[src/rtl/am_pkg.sv]
// Shared constants and helpers for the transmit alignment-marker inserter:
// default per-lane marker bytes, the marker sync header and the BIP position map.
package am_pkg;

    localparam int AM_BYTES_W = 48;

    // Per lane {M6,M5,M4,M2,M1,M0}, M0 in the low byte; lane 0 is the low slice.
    localparam logic [4*AM_BYTES_W-1:0] AM_DEFAULT = {
        48'hC2_86_5D_3D_79_A2,
        48'h64_9A_3A_9B_65_C5,
        48'h19_3B_0F_E6_C4_F0,
        48'hB8_89_6F_47_76_90
    };

    localparam logic [1:0] AM_HEAD = 2'b01;

    function automatic logic [7:0] block_bip(input logic [1:0] head, input logic [63:0] data);
        logic [7:0] bip;
        bip = '0;
        for (int k = 0; k < 8; k++) begin
            for (int j = 0; j < 8; j++) begin
                bip[k] = bip[k] ^ data[k + 8*j];
            end
        end
        // Sync header bits fold into BIP bits 3 and 4.
        bip[3] = bip[3] ^ head[0];
        bip[4] = bip[4] ^ head[1];
        return bip;
    endfunction

endpackage

[src/rtl/am_bip_lane.sv]
// One lane of the marker inserter: keeps the running BIP for the lane and
// forms the lane's marker block from its marker bytes and the accumulated parity.
module am_bip_lane
    import am_pkg::*;
(
    input  logic        clk,
    input  logic        reset,
    input  logic        emit_data_i,
    input  logic        emit_marker_i,
    input  logic [47:0] marker_i,
    input  logic [1:0]  head_i,
    input  logic [63:0] data_i,
    output logic [1:0]  am_head_o,
    output logic [63:0] am_data_o
);

    logic [7:0] acc_q;
    logic [7:0] acc_d;

    assign am_head_o = AM_HEAD;
    assign am_data_o = {~acc_q, marker_i[47:24], acc_q, marker_i[23:0]};

    // A marker restarts the parity with its own map, so each period covers
    // the previous marker plus the data blocks that follow it.
    always_comb begin
        acc_d = acc_q;
        if (emit_marker_i) begin
            acc_d = block_bip(AM_HEAD, am_data_o);
        end else if (emit_data_i) begin
            acc_d = acc_q ^ block_bip(head_i, data_i);
        end
    end

    always_ff @(posedge clk) begin
        if (reset) begin
            acc_q <= '0;
        end else begin
            acc_q <= acc_d;
        end
    end

endmodule

[src/rtl/am_bip_tx.sv]
// Transmit alignment-marker inserter: passes scrambled blocks through with one
// cycle of latency and inserts a per-lane marker with BIP after every GAP_N blocks.
module am_bip_tx
    import am_pkg::*;
#(
    parameter int LANE_N = 4,
    parameter int HEAD_W = 2,
    parameter int DATA_W = 64,
    parameter int GAP_N  = 16383,
    parameter logic [LANE_N*AM_BYTES_W-1:0] MARKER = AM_DEFAULT[LANE_N*AM_BYTES_W-1:0]
) (
    input  logic                     clk,
    input  logic                     reset,
    input  logic                     valid_i,
    input  logic [LANE_N*HEAD_W-1:0] head_i,
    input  logic [LANE_N*DATA_W-1:0] data_i,
    output logic                     ready_o,
    output logic                     valid_o,
    output logic                     marker_v_o,
    output logic [LANE_N*HEAD_W-1:0] head_o,
    output logic [LANE_N*DATA_W-1:0] data_o
);

    localparam int CNT_W = $clog2(GAP_N + 1);

    logic [CNT_W-1:0]         cnt_q, cnt_d;
    logic                     pending_q, pending_d;
    logic                     valid_q, valid_d;
    logic                     marker_v_q, marker_v_d;
    logic [LANE_N*HEAD_W-1:0] head_q, head_d;
    logic [LANE_N*DATA_W-1:0] data_q, data_d;
    logic [LANE_N*HEAD_W-1:0] am_head;
    logic [LANE_N*DATA_W-1:0] am_data;
    logic                     accept;

    assign ready_o    = ~pending_q;
    assign accept     = valid_i & ~pending_q;
    assign valid_o    = valid_q;
    assign marker_v_o = marker_v_q;
    assign head_o     = head_q;
    assign data_o     = data_q;

    for (genvar i = 0; i < LANE_N; i++) begin : g_lane
        am_bip_lane u_lane (
            .clk           (clk),
            .reset         (reset),
            .emit_data_i   (accept),
            .emit_marker_i (pending_q),
            .marker_i      (MARKER[i*AM_BYTES_W +: AM_BYTES_W]),
            .head_i        (head_i[i*HEAD_W +: HEAD_W]),
            .data_i        (data_i[i*DATA_W +: DATA_W]),
            .am_head_o     (am_head[i*HEAD_W +: HEAD_W]),
            .am_data_o     (am_data[i*DATA_W +: DATA_W])
        );
    end

    // A pending marker owns the output slot; upstream is held off via ready_o.
    always_comb begin
        cnt_d      = cnt_q;
        pending_d  = pending_q;
        valid_d    = 1'b0;
        marker_v_d = 1'b0;
        head_d     = head_q;
        data_d     = data_q;
        if (pending_q) begin
            pending_d  = 1'b0;
            valid_d    = 1'b1;
            marker_v_d = 1'b1;
            head_d     = am_head;
            data_d     = am_data;
        end else if (valid_i) begin
            valid_d = 1'b1;
            head_d  = head_i;
            data_d  = data_i;
            if (cnt_q == CNT_W'(GAP_N - 1)) begin
                cnt_d     = '0;
                pending_d = 1'b1;
            end else begin
                cnt_d = cnt_q + 1'b1;
            end
        end
    end

    always_ff @(posedge clk) begin
        if (reset) begin
            cnt_q      <= '0;
            pending_q  <= 1'b0;
            valid_q    <= 1'b0;
            marker_v_q <= 1'b0;
            head_q     <= '0;
            data_q     <= '0;
        end else begin
            cnt_q      <= cnt_d;
            pending_q  <= pending_d;
            valid_q    <= valid_d;
            marker_v_q <= marker_v_d;
            head_q     <= head_d;
            data_q     <= data_d;
        end
    end

endmodule

[config.mk]
export PLATFORM = sky130hd
export DESIGN_NAME = am_bip_tx
export DESIGN_NICKNAME = d
export VERILOG_FILES = /design/src/rtl/am_pkg.sv /design/src/rtl/am_bip_lane.sv /design/src/rtl/am_bip_tx.sv
export SDC_FILE = /design/constraint.sdc
export NUM_CORES = 1
export LEC_CHECK = 0
export CAP_MARGIN = 10
export CORE_AREA = 2 2 206 208
export CTS_BUF_LIST = sky130_fd_sc_hd__clkbuf_4
export CTS_CLUSTER_SIZE = 12
export DETAILED_ROUTE_END_ITERATION = 16
export DIE_AREA = 0 0 208 210
export PLACE_DENSITY = 0.65
export SLEW_MARGIN = 20
export SYNTH_ARGS = -nofsm -noshare
export SYNTH_HDL_FRONTEND = slang
export SYNTH_SLANG_ARGS = --single-unit
[constraint.sdc]
create_clock -name clk -period 1.69 [get_ports clk]
set_clock_uncertainty 0.1 [all_clocks]
set_input_delay 0.2535 -clock clk [delete_from_list [all_inputs] [get_ports clk]]
set_output_delay 0.2535 -clock clk [all_outputs]
set_load 0.1 [all_outputs]
==> results.py, run 1 <==
metrics = {
    "clocking": {
        "cts.clk_slew.worst_paths_ns": 0.07,
        "htree_levels": 3,
        "cts_num_sinks": 313,
        "cts_buffers": 89,
        "cts_root_buffer": "clkbuf_4",
        "insertion_delay_ns": 0.74,
        "cts_tree": "yes",
        "clk_path_buf_depth": 3,
    },
    "pwr": {
        "p_comb_share_pct": 34.4,
        "pwr-share-clk_pct": 29.3,
        "p_int_w": 0.0151,
        "sw_frac_of_total_pct": 35.6,
        "leakage_nw": 10.7,
        "ir_worst_vdd_uv": 626,
        "power-per-cell-area_nw_per_um2": 913,
        "switching_power_w": 0.00839,
        "pwr-share-seq_pct": 36.3,
    },
    "synthesis": {
        "syn_area_um2": 14000,
        "synth_seq_cells": 313,
        "yosysWarnings": 0,
        "synth_cells": 1424,
        "synth_area_per_cell_um2": 9.84,
        "synth_edf_count": 0,
        "yosys-top-cells-area": "dfxtp_1 45%, mux2i_1 16%, xnor2_1 13%",
        "yosysMostFrequentCell": "dfxtp_1",
        "synth.largest_area_cell": "dfxtp_1",
        "synth.top_cell.area_share_pct": 44.7,
        "yosys-top-cells-count": "313 x dfxtp_1, 228 x mux2i_1, 208 x xnor2_1",
        "ys_types": 34,
        "syn-num-nets": 1693,
        "ys_async_sr_fraction_pct": 0,
        "synth_top_flop_cell": "dfxtp_1",
        "ys_seq_area_share_pct": 44.7,
    },
    "timing": {
        "fin_setup_tns_ns": -0.928,
        "finalCritPeriodShare_pct": 107,
        "maxSlewViolCount": 0,
        "setup_violations": 18,
        "rsz0062_at_grt": "true",
        "fin_ws_ns": -0.112,
        "relSlewSlack_pct": 67.8,
        "max_freq_mhz": 555,
        "hold_viol_final": 0,
        "worst_pin_slew_ns": 0.483,
        "min_period_ns": 1.80,
        "timing.hold.ws_ns": 0.0820,
    },
    "global_route": {
        "grt_pass1_wl_um": 79200,
        "grt_remaining_overflow": 0,
        "grt_pass1_vias": 13744,
        "grt_usage_pct": 23.1,
        "antenna_found_initial": 2,
        "grt_max_degree": 88,
    },
    "worst_setup_path": {
        "crit_required_ns": 1.34,
        "worstSetupStartpoint": "pending_q",
        "rr_endpoint": "cnt_q[9]",
        "end_kind": "primary output",
        "worstSetupPathType": "register to primary output",
        "cp-endpoint": "ready_o",
        "r2r_cells": 7,
        "cp-start-kind": "register",
        "cp.arrival_ns": 1.45,
        "r2r_slack_ns": -0.07,
        "path_max_fanout": 2,
        "reg2reg_from": "pending_q",
    },
    "routing": {
        "wl_um": 52200,
        "drc": 0,
        "topRoutingLayerUsed": "met4",
        "vias_per_cell": 4.79,
        "met3_length_um": 3750,
        "met2_length_um": 26400,
        "wl_met1_um": 20600,
        "vias": 13150,
        "wl_per_cell_um": 19.0,
        "first_pass_iters": 5,
        "postRouteAntennaNets": 0,
        "dr.first_iter.drc_count": 469,
    },
    "die": {
        "initial_utilization_pct": 33.8,
        "fp.dieH_um": 210,
        "io_pins": 534,
        "coreArea_um2": 41500,
        "die_area_um2": 43700,
        "die_x_um": 208,
        "rows": 75,
    },
    "cells_and_area": {
        "nNetsFinal": 2410,
        "postLayoutCoreUtil_pct": 62.2,
        "drive_gt1_share_pct": 39.7,
        "fin_cells": 2745,
        "syn_to_final_growth_pct": 84.0,
    },
    "placement": {
        "dpl.cell_count": 2533,
        "port_buffers": 533,
        "place.gp.congestion": 0.805,
        "dp_hpwl_um": 38100,
    },
    "worst_hold_path": {
        "hold_class": "input pin to register",
        "hp-start": "data_i[143]",
    },
    "run_status": {
        "status": "complete, but fails checks",
        "violations": "negative setup slack",
    },
    "run": {
        "max_cap_violations": 0,
    },
}
## state kept, by name, summed over array words and instances (netlist names)
| name | cells |
|---|---|
| data_o | 256 |
| pending_q | 1 |
| g_lane.u_lane.acc_q | 32 |
| head_o | 8 |
| cnt_q | 14 |
| marker_v_o | 1 |
| valid_o | 1 |
## metrics by stage
| step | area, µm² | power, W | setup slack [ns] |
|---|---|---|---|
| 2_1_floorplan | 14000 | 0.0132 | 0.170 |
| 3_3_place_gp | 23500 | 0.0164 | -0.618 |
| 3_5_place_dp | 23500 | 0.0165 | -0.543 |
| 4_1_cts | 25600 | 0.0238 | -0.234 |
| 5_1_grt | 25800 | 0.0246 | -0.229 |
| 6_report | 25800 | 0.0235 | -0.112 |
## logic make-up (layout without fill, tap and decap cells)
family	Yosys count	after routing	share of synthesized area (%)
DFF	313	313	44.7
adders and majority gates	2	2	0.179
xor gates and xnor gates	233	233	15.4
and+or+nand+nor	265	265	8.61
buffers and inverters	108	888	3.42
muxes	228	228	16.3
AOI/OAI and AO/OA	275	275	11.4
other	0	2	0
## critical path, stage by stage, from the launching register on
cell and delay, ns:
dfxtp_4 0.35, buf_12 0.14, inv_16 0.06, buf_16 0.16
## power groups by stage
stage / clock, W / sequential, W / combinational (W)
floorplan: 0 / 0.0110 / 0.00213
global placement: 0 / 0.00861 / 0.00781
detailed placement: 0 / 0.00864 / 0.00790
CTS: 0.00715 / 0.00855 / 0.00806
global route: 0.00753 / 0.00861 / 0.00846
finish: 0.00689 / 0.00855 / 0.00810
## timing repair
item                       CTS  global route
setup buffers                6            11
hold endpoints to repair   239             0
cloned                       0             1
pin swaps                    0            16
setup endpoints to repair  267           280
resized for setup          279            58
hold buffers                52             0
## how the worst min path moves through the flow
stage,endpoint,slack (ns),cells past startpoint
global placement,data_o[59],0.33,1
CTS,data_o[79],0.0002,3
floorplan,data_o[235],0.30,2
global route,data_o[143],0.03,3
detailed placement,data_o[59],0.33,1
finish,data_o[143],0.08,3
## layout by cell type (no fill, tap or decap), types with 3 or more instances in the layout
cell type	count
inv_2	3
clkinv_1	15
dlygate4sd3_1	52
nand3_1	7
xnor3_1	8
a211oi_1	72
dfxtp_1	46
dfxtp_4	17
inv_1	6
dfxtp_2	250
xor2_1	16
a21o_1	4
nand4_1	5
buf_6	4
buf_4	131
xnor2_2	22
clkdlybuf4s50_1	250
buf_12	287
a31o_1	4
mux2i_1	228
nand2_1	8
a31oi_1	4
nor2b_1	36
xnor2_1	187
a21oi_2	4
clkbuf_4	135
nor2_2	7
nor2_1	166
or3_1	27
a21oi_1	157
o21ai_0	28
## layout make-up
cell class,instances,area (µm²)
inverter,8,46.3
clock inverter,19,73.8
sequential,313,6640
tap,539,674
multi-input combinational,1003,7480
antenna,2,5.00
clock buffer,135,1010
fill,3302,15700
timing repair buffer,726,9840
## routing by layer
| layer | vias up | GRT usage [%] |
|---|---|---|
| li1 | 6383 | - |
| met1 | 6233 | 26.5 |
| met2 | 448 | 40.3 |
| met3 | 86 | 7.42 |
| met4 | 0 | 8.41 |
| met5 | - | 0 |
No activity file was read; power rests on OpenSTA's default activity.
==> run 2: changes to the inputs <==
--- a/config.mk
+++ b/config.mk
@@ -12,6 +12,7 @@
 export DETAILED_ROUTE_END_ITERATION = 16
 export DIE_AREA = 0 0 208 210
 export PLACE_DENSITY = 0.65
+export SKIP_CTS_REPAIR_TIMING = 1
 export SLEW_MARGIN = 20
 export SYNTH_ARGS = -nofsm -noshare
 export SYNTH_HDL_FRONTEND = slang
==> run 2 against run 1 <==
Against the previous run: the run still ends with negative setup slack left; non-clock buffer count is 46 lower; register-to-register slack better by 0.08 ns; design area shrank 2.5%; sequential power about the same; combinational power shrank 2%; count of clock-buffer cells in the layout is the same; sequential share of layout area grew 0.63 points; largest cell class unchanged.
==> results.py, run 2 (synthesis gave the netlist of run 1 again) <==
metrics = {
    "run_status": {
        "status": "complete, but fails checks",
        "violations": "negative setup slack",
    },
    "die": {
        "die_x_um": 208,
        "io_pins": 534,
        "coreArea_um2": 41500,
        "rows": 75,
        "initial_utilization_pct": 33.8,
        "die_area_um2": 43700,
        "fp.dieH_um": 210,
    },
    "cells_and_area": {
        "layout_common_cells": "286 x buf_12, 264 x clkdlybuf4s50_1, 251 x dfxtp_2, 228 x mux2i_1, 208 x xnor2_1",
        "fill_cells": 3412,
        "nNetsFinal": 2365,
        "final_common_cell": "buf_12",
        "syn_to_final_growth_pct": 79.4,
        "drive_gt1_share_pct": 38.5,
        "largest_register_ffs": 256,
    },
    "clocking": {
        "htree_levels": 3,
        "clk_path_buf_depth": 3,
        "cts_buffers": 89,
        "cts_num_sinks": 313,
        "cts_root_buffer": "clkbuf_4",
        "insertion_delay_ns": 0.74,
        "cts.clk_slew.worst_paths_ns": 0.07,
        "cts_tree": "yes",
    },
    "worst_setup_path": {
        "slowest_stage": "dfxtp_4",
        "cp-start-kind": "register",
        "max_stage_delay_ns": 0.37,
        "end_kind": "primary output",
        "path_max_fanout": 5,
        "cp.arrival_ns": 1.48,
        "cp_num_buf_inv": 3,
        "worstSetupPathType": "register to primary output",
        "critPathTopFamily": "flip-flops",
        "path_cells": "buf_12 > clkinv_16 > buf_16",
        "crit_required_ns": 1.34,
        "reg2reg_from": "pending_q",
        "worstSetupStartpoint": "pending_q",
    },
    "global_route": {
        "use_met3_pct": 7.36,
        "gr-max-usage-layer": "met2",
        "grt_remaining_overflow": 0,
        "grt_pass1_wl_um": 76400,
        "grt_usage_pct": 22.3,
        "use_met1_pct": 25.9,
        "grt_pass1_vias": 13255,
        "antenna_found_initial": 2,
        "grt_max_degree": 88,
        "globalRouteMet2Util_pct": 38.7,
    },
    "timing": {
        "max_freq_mhz": 544,
        "min_period_ns": 1.84,
        "rsz0062_at_grt": "true",
        "maxSlewViolCount": 0,
        "setup_violations": 1,
        "worst_pin_slew_ns": 0.662,
        "relSlewSlack_pct": 55.9,
        "timing.hold.ws_ns": 0.0603,
        "fin_setup_tns_ns": -0.148,
        "fin_ws_ns": -0.148,
        "hold_viol_final": 0,
        "finalCritPeriodShare_pct": 109,
    },
    "routing": {
        "vias": 12938,
        "wl_um": 51000,
        "drc": 0,
        "dr.first_iter.drc_count": 423,
        "first_pass_iters": 5,
        "postRouteAntennaNets": 0,
        "wl_per_cell_um": 18.9,
        "vias_per_cell": 4.79,
    },
    "run": {
        "max_cap_violations": 0,
    },
    "pwr": {
        "leakage_nw": 10.4,
        "ir_worst_vdd_uv": 590,
        "power-per-cell-area_nw_per_um2": 930,
        "p_total_w": 0.0234,
    },
    "worst_hold_path": {
        "hp-start": "data_i[231]",
        "hold_class": "input pin to register",
    },
    "placement": {
        "port_buffers": 533,
        "place.gp.congestion": 0.805,
        "dp_hpwl_um": 38100,
        "dp_slack_ns": -0.543,
    },
}
==> run 2: worst reg2reg max path, cell delays in order, from the launching register on <==
cell	delay, ns
dfxtp_4	0.36
buf_4	0.14
and4b_2	0.33
nand3_2	0.15
or3_1	0.34
a21oi_1	0.16
==> run 2: where the power goes <==
group	leakage, nW	switching, W	internal (W)
clock network	0.661	0.00330	0.00361
registers	2.68	0.000554	0.00799
logic	7.02	0.00449	0.00344
==> run 2: final cells by class <==
| type | instances | area (µm²) | share of cell area (%) |
|---|---|---|---|
| Timing Repair Buffer | 680 | 9380 | 37.3 |
| Inverter | 8 | 56.3 | 0.224 |
| Clock buffer | 135 | 1010 | 4.03 |
| Multi-Input combinational cell | 1003 | 7280 | 29.0 |
| Antenna cell | 2 | 5.00 | 0.0199 |
| Sequential cell | 313 | 6640 | 26.4 |
| Clock inverter | 19 | 73.8 | 0.294 |
| Timing Repair inverter | 1 | 11.3 | 0.0448 |
| Tap cell | 539 | 674 | 2.68 |
==> run 2: final timing paths <==
path | cells after the start | to | slack [ns]
max | 3 | ready_o | -0.15
min | 3 | data_o[231] | 0.06
max reg2reg | 5 | cnt_q[9] | 0.01
min reg2reg | 1 | data_o[59] | 0.33
==> run 2: per-layer routing <==
layer  vias to the layer above  wire length [µm]
li1                       6306                 -
met1                      6142             20200
met2                       419             25900
met3                        71              3770
met4                         0              1140
met5                         -                 0
==> run 2: through the flow <==
step           util (%)  area, µm²  instances
4_1_cts            59.3      24600       2687
6_report           60.6      25100       2700
2_1_floorplan         -      14000       1424
3_3_place_gp       56.7      23500       2533
3_5_place_dp       56.7      23500       2533
5_1_grt            60.6      25100       2700
==> run 3: changes to the inputs <==
--- a/config.mk
+++ b/config.mk
@@ -6,11 +6,12 @@
 export NUM_CORES = 1
 export LEC_CHECK = 0
 export CAP_MARGIN = 10
-export CORE_AREA = 2 2 206 208
+export CORE_AREA = 4 4 208 210
 export CTS_BUF_LIST = sky130_fd_sc_hd__clkbuf_4
+export CTS_CLUSTER_DIAMETER = 40
 export CTS_CLUSTER_SIZE = 12
 export DETAILED_ROUTE_END_ITERATION = 16
-export DIE_AREA = 0 0 208 210
+export DIE_AREA = 0 0 212 214
 export PLACE_DENSITY = 0.65
 export SKIP_CTS_REPAIR_TIMING = 1
 export SLEW_MARGIN = 20
==> run 3 against run 2 <==
Against the previous run: the flow still finishes with violations (negative setup slack); global-route usage shrank 0.76 points; die area grew 3.9%; flip-flop and latch count is the same; routed wire length grew 0.94%; sequential share of layout area grew 0.14 points; sequential power is essentially flat; first-iteration DRC count grew 43%; total power shrank 1.4%; utilization shrank 0.38 points; design area shrank 0.41%; via count shrank 0.90%; largest power group unchanged; highest routed layer unchanged.
==> results.py, run 3 (synthesis gave the netlist of run 1 again) <==
metrics = {
    "run_status": {
        "status": "complete, but fails checks",
        "violations": "negative setup slack",
    },
    "placement": {
        "place.gp.congestion": 0.793,
        "port_buffers": 533,
        "dp_hpwl_um": 38200,
        "dpl.cell_count": 2527,
        "postPlaceCellArea_um2": 23500,
    },
    "pwr": {
        "ir_worst_vdd_uv": 773,
        "switching_power_w": 0.00840,
        "p_total_w": 0.0231,
        "p_comb_share_pct": 34.4,
        "sw_frac_of_total_pct": 36.4,
        "power-per-cell-area_nw_per_um2": 921,
        "pwr-share-clk_pct": 28.6,
        "p_int_w": 0.0147,
        "leakage_nw": 10.2,
        "pwr-share-seq_pct": 37.0,
    },
    "die": {
        "coreArea_um2": 41600,
        "die_x_um": 212,
        "die_area_um2": 45400,
        "initial_utilization_pct": 33.7,
        "rows": 75,
        "io_pins": 534,
        "fp.dieH_um": 214,
    },
    "global_route": {
        "grt_remaining_overflow": 0,
        "grt_pass1_wl_um": 77600,
        "grt_pass1_vias": 13238,
        "grt_max_degree": 129,
        "antenna_found_initial": 2,
        "grt_usage_pct": 21.6,
    },
    "clocking": {
        "cts_buffers": 56,
        "cts.clk_slew.worst_paths_ns": 0.11,
        "htree_levels": 2,
        "cts_root_buffer": "clkbuf_4",
        "clk_path_buf_depth": 3,
        "cts_num_sinks": 313,
        "cts_tree": "yes",
        "insertion_delay_ns": 0.77,
    },
    "timing": {
        "fin_ws_ns": -0.113,
        "relSlewSlack_pct": 58.6,
        "worst_pin_slew_ns": 0.621,
        "rsz0062_at_grt": "true",
        "min_period_ns": 1.80,
        "fin_setup_tns_ns": -0.147,
        "finalCritPeriodShare_pct": 107,
        "setup_violations": 5,
        "max_freq_mhz": 555,
        "hold_viol_final": 0,
        "maxSlewViolCount": 0,
    },
    "cells_and_area": {
        "fin_area_um2": 25000,
        "drive_gt1_share_pct": 36.8,
        "fin_cells": 2659,
        "postLayoutCoreUtil_pct": 60.2,
        "largest_register_ffs": 256,
        "syn_to_final_growth_pct": 78.7,
        "layout_common_cells": "284 x buf_12, 264 x clkdlybuf4s50_1, 249 x dfxtp_2, 228 x mux2i_1, 208 x xnor2_1",
        "nNetsFinal": 2341,
        "final_common_cell": "buf_12",
    },
    "routing": {
        "vias_per_cell": 4.82,
        "first_pass_iters": 4,
        "drc": 0,
        "wl_per_cell_um": 19.4,
        "postRouteAntennaNets": 0,
        "dr.first_iter.drc_count": 605,
        "wl_um": 51500,
        "vias": 12821,
    },
    "worst_setup_path": {
        "path_max_fanout": 5,
        "worstSetupStartpoint": "pending_q",
        "reg2reg_from": "pending_q",
        "cp_num_buf_inv": 2,
        "cp-start-kind": "register",
        "worstSetupPathType": "register to primary output",
        "crit_required_ns": 1.34,
        "end_kind": "primary output",
        "path_cells": "clkinv_8 > buf_12",
        "critPathTopFamily": "flip-flops",
        "cp.arrival_ns": 1.45,
        "max_stage_delay_ns": 0.43,
        "slowest_stage": "dfxtp_4",
    },
    "worst_hold_path": {
        "hp-start": "data_i[162]",
        "hold_class": "input pin to register",
    },
    "run": {
        "max_cap_violations": 0,
    },
}
## run 3: cell types whose count changed in the layout (fill, tap and decap cells not counted), sizes merged
cell / before / now
clkinv: 18 / 17
bufinv: 0 / 9
dlygate4sd3: 2 / 20
clkinvlp: 0 / 10
buf: 414 / 406
clkbuf: 135 / 57
inv: 10 / 19
## run 3: layer usage
| metal | routed length (µm) | GRT usage, % | vias up |
|---|---|---|---|
| met3 | 4000 | 6.78 | 81 |
| met4 | 1370 | 6.87 | 0 |
| met2 | 25700 | 36.7 | 404 |
| met5 | 0 | 0 | - |
| li1 | - | - | 6243 |
| met1 | 20400 | 25.8 | 6093 |
## run 3: metrics by stage
stage / hold slack, ns / worst slack, ns
after global placement: 0.333 / -0.529
final: 0.0388 / -0.113
after CTS: -0.504 / -0.371
after global routing: -0.00713 / -0.220
after floorplan: 0.301 / 0.170
after detailed placement: 0.334 / -0.503
## run 3: path summary, 6_finish.rpt
kind                 endpoint  slack, ns  cells past startpoint
setup reg to reg    cnt_q[10]       0.12                      5
setup / recovery      ready_o      -0.11                      2
hold reg to reg   data_o[123]       0.34                      1
hold / removal    data_o[162]       0.04                      3
## run 3: power by group through the flow
stage	registers, W	logic [W]	clock network (W)
floorplan	0.0110	0.00213	0
global placement	0.00861	0.00780	0
detailed placement	0.00864	0.00788	0
CTS	0.00847	0.00791	0.00685
global route	0.00861	0.00832	0.00715
finish	0.00854	0.00792	0.00660
## run 3: final cells by class
type / count / area [µm²]
Tap cell: 539 / 674
Clock buffer: 57 / 428
Antenna cell: 2 / 5.00
Sequential cell: 313 / 6650
Multi-Input combinational cell: 1003 / 7270
Timing Repair Buffer: 690 / 9460
Fill cell: 3419 / 16500
Inverter: 8 / 42.5
Clock inverter: 47 / 509
## run 3: worst min-delay path: stages
cell	delay [ns]
clkdlybuf4s50_1	0.44
mux2i_1	0.15
nor2_1	0.05
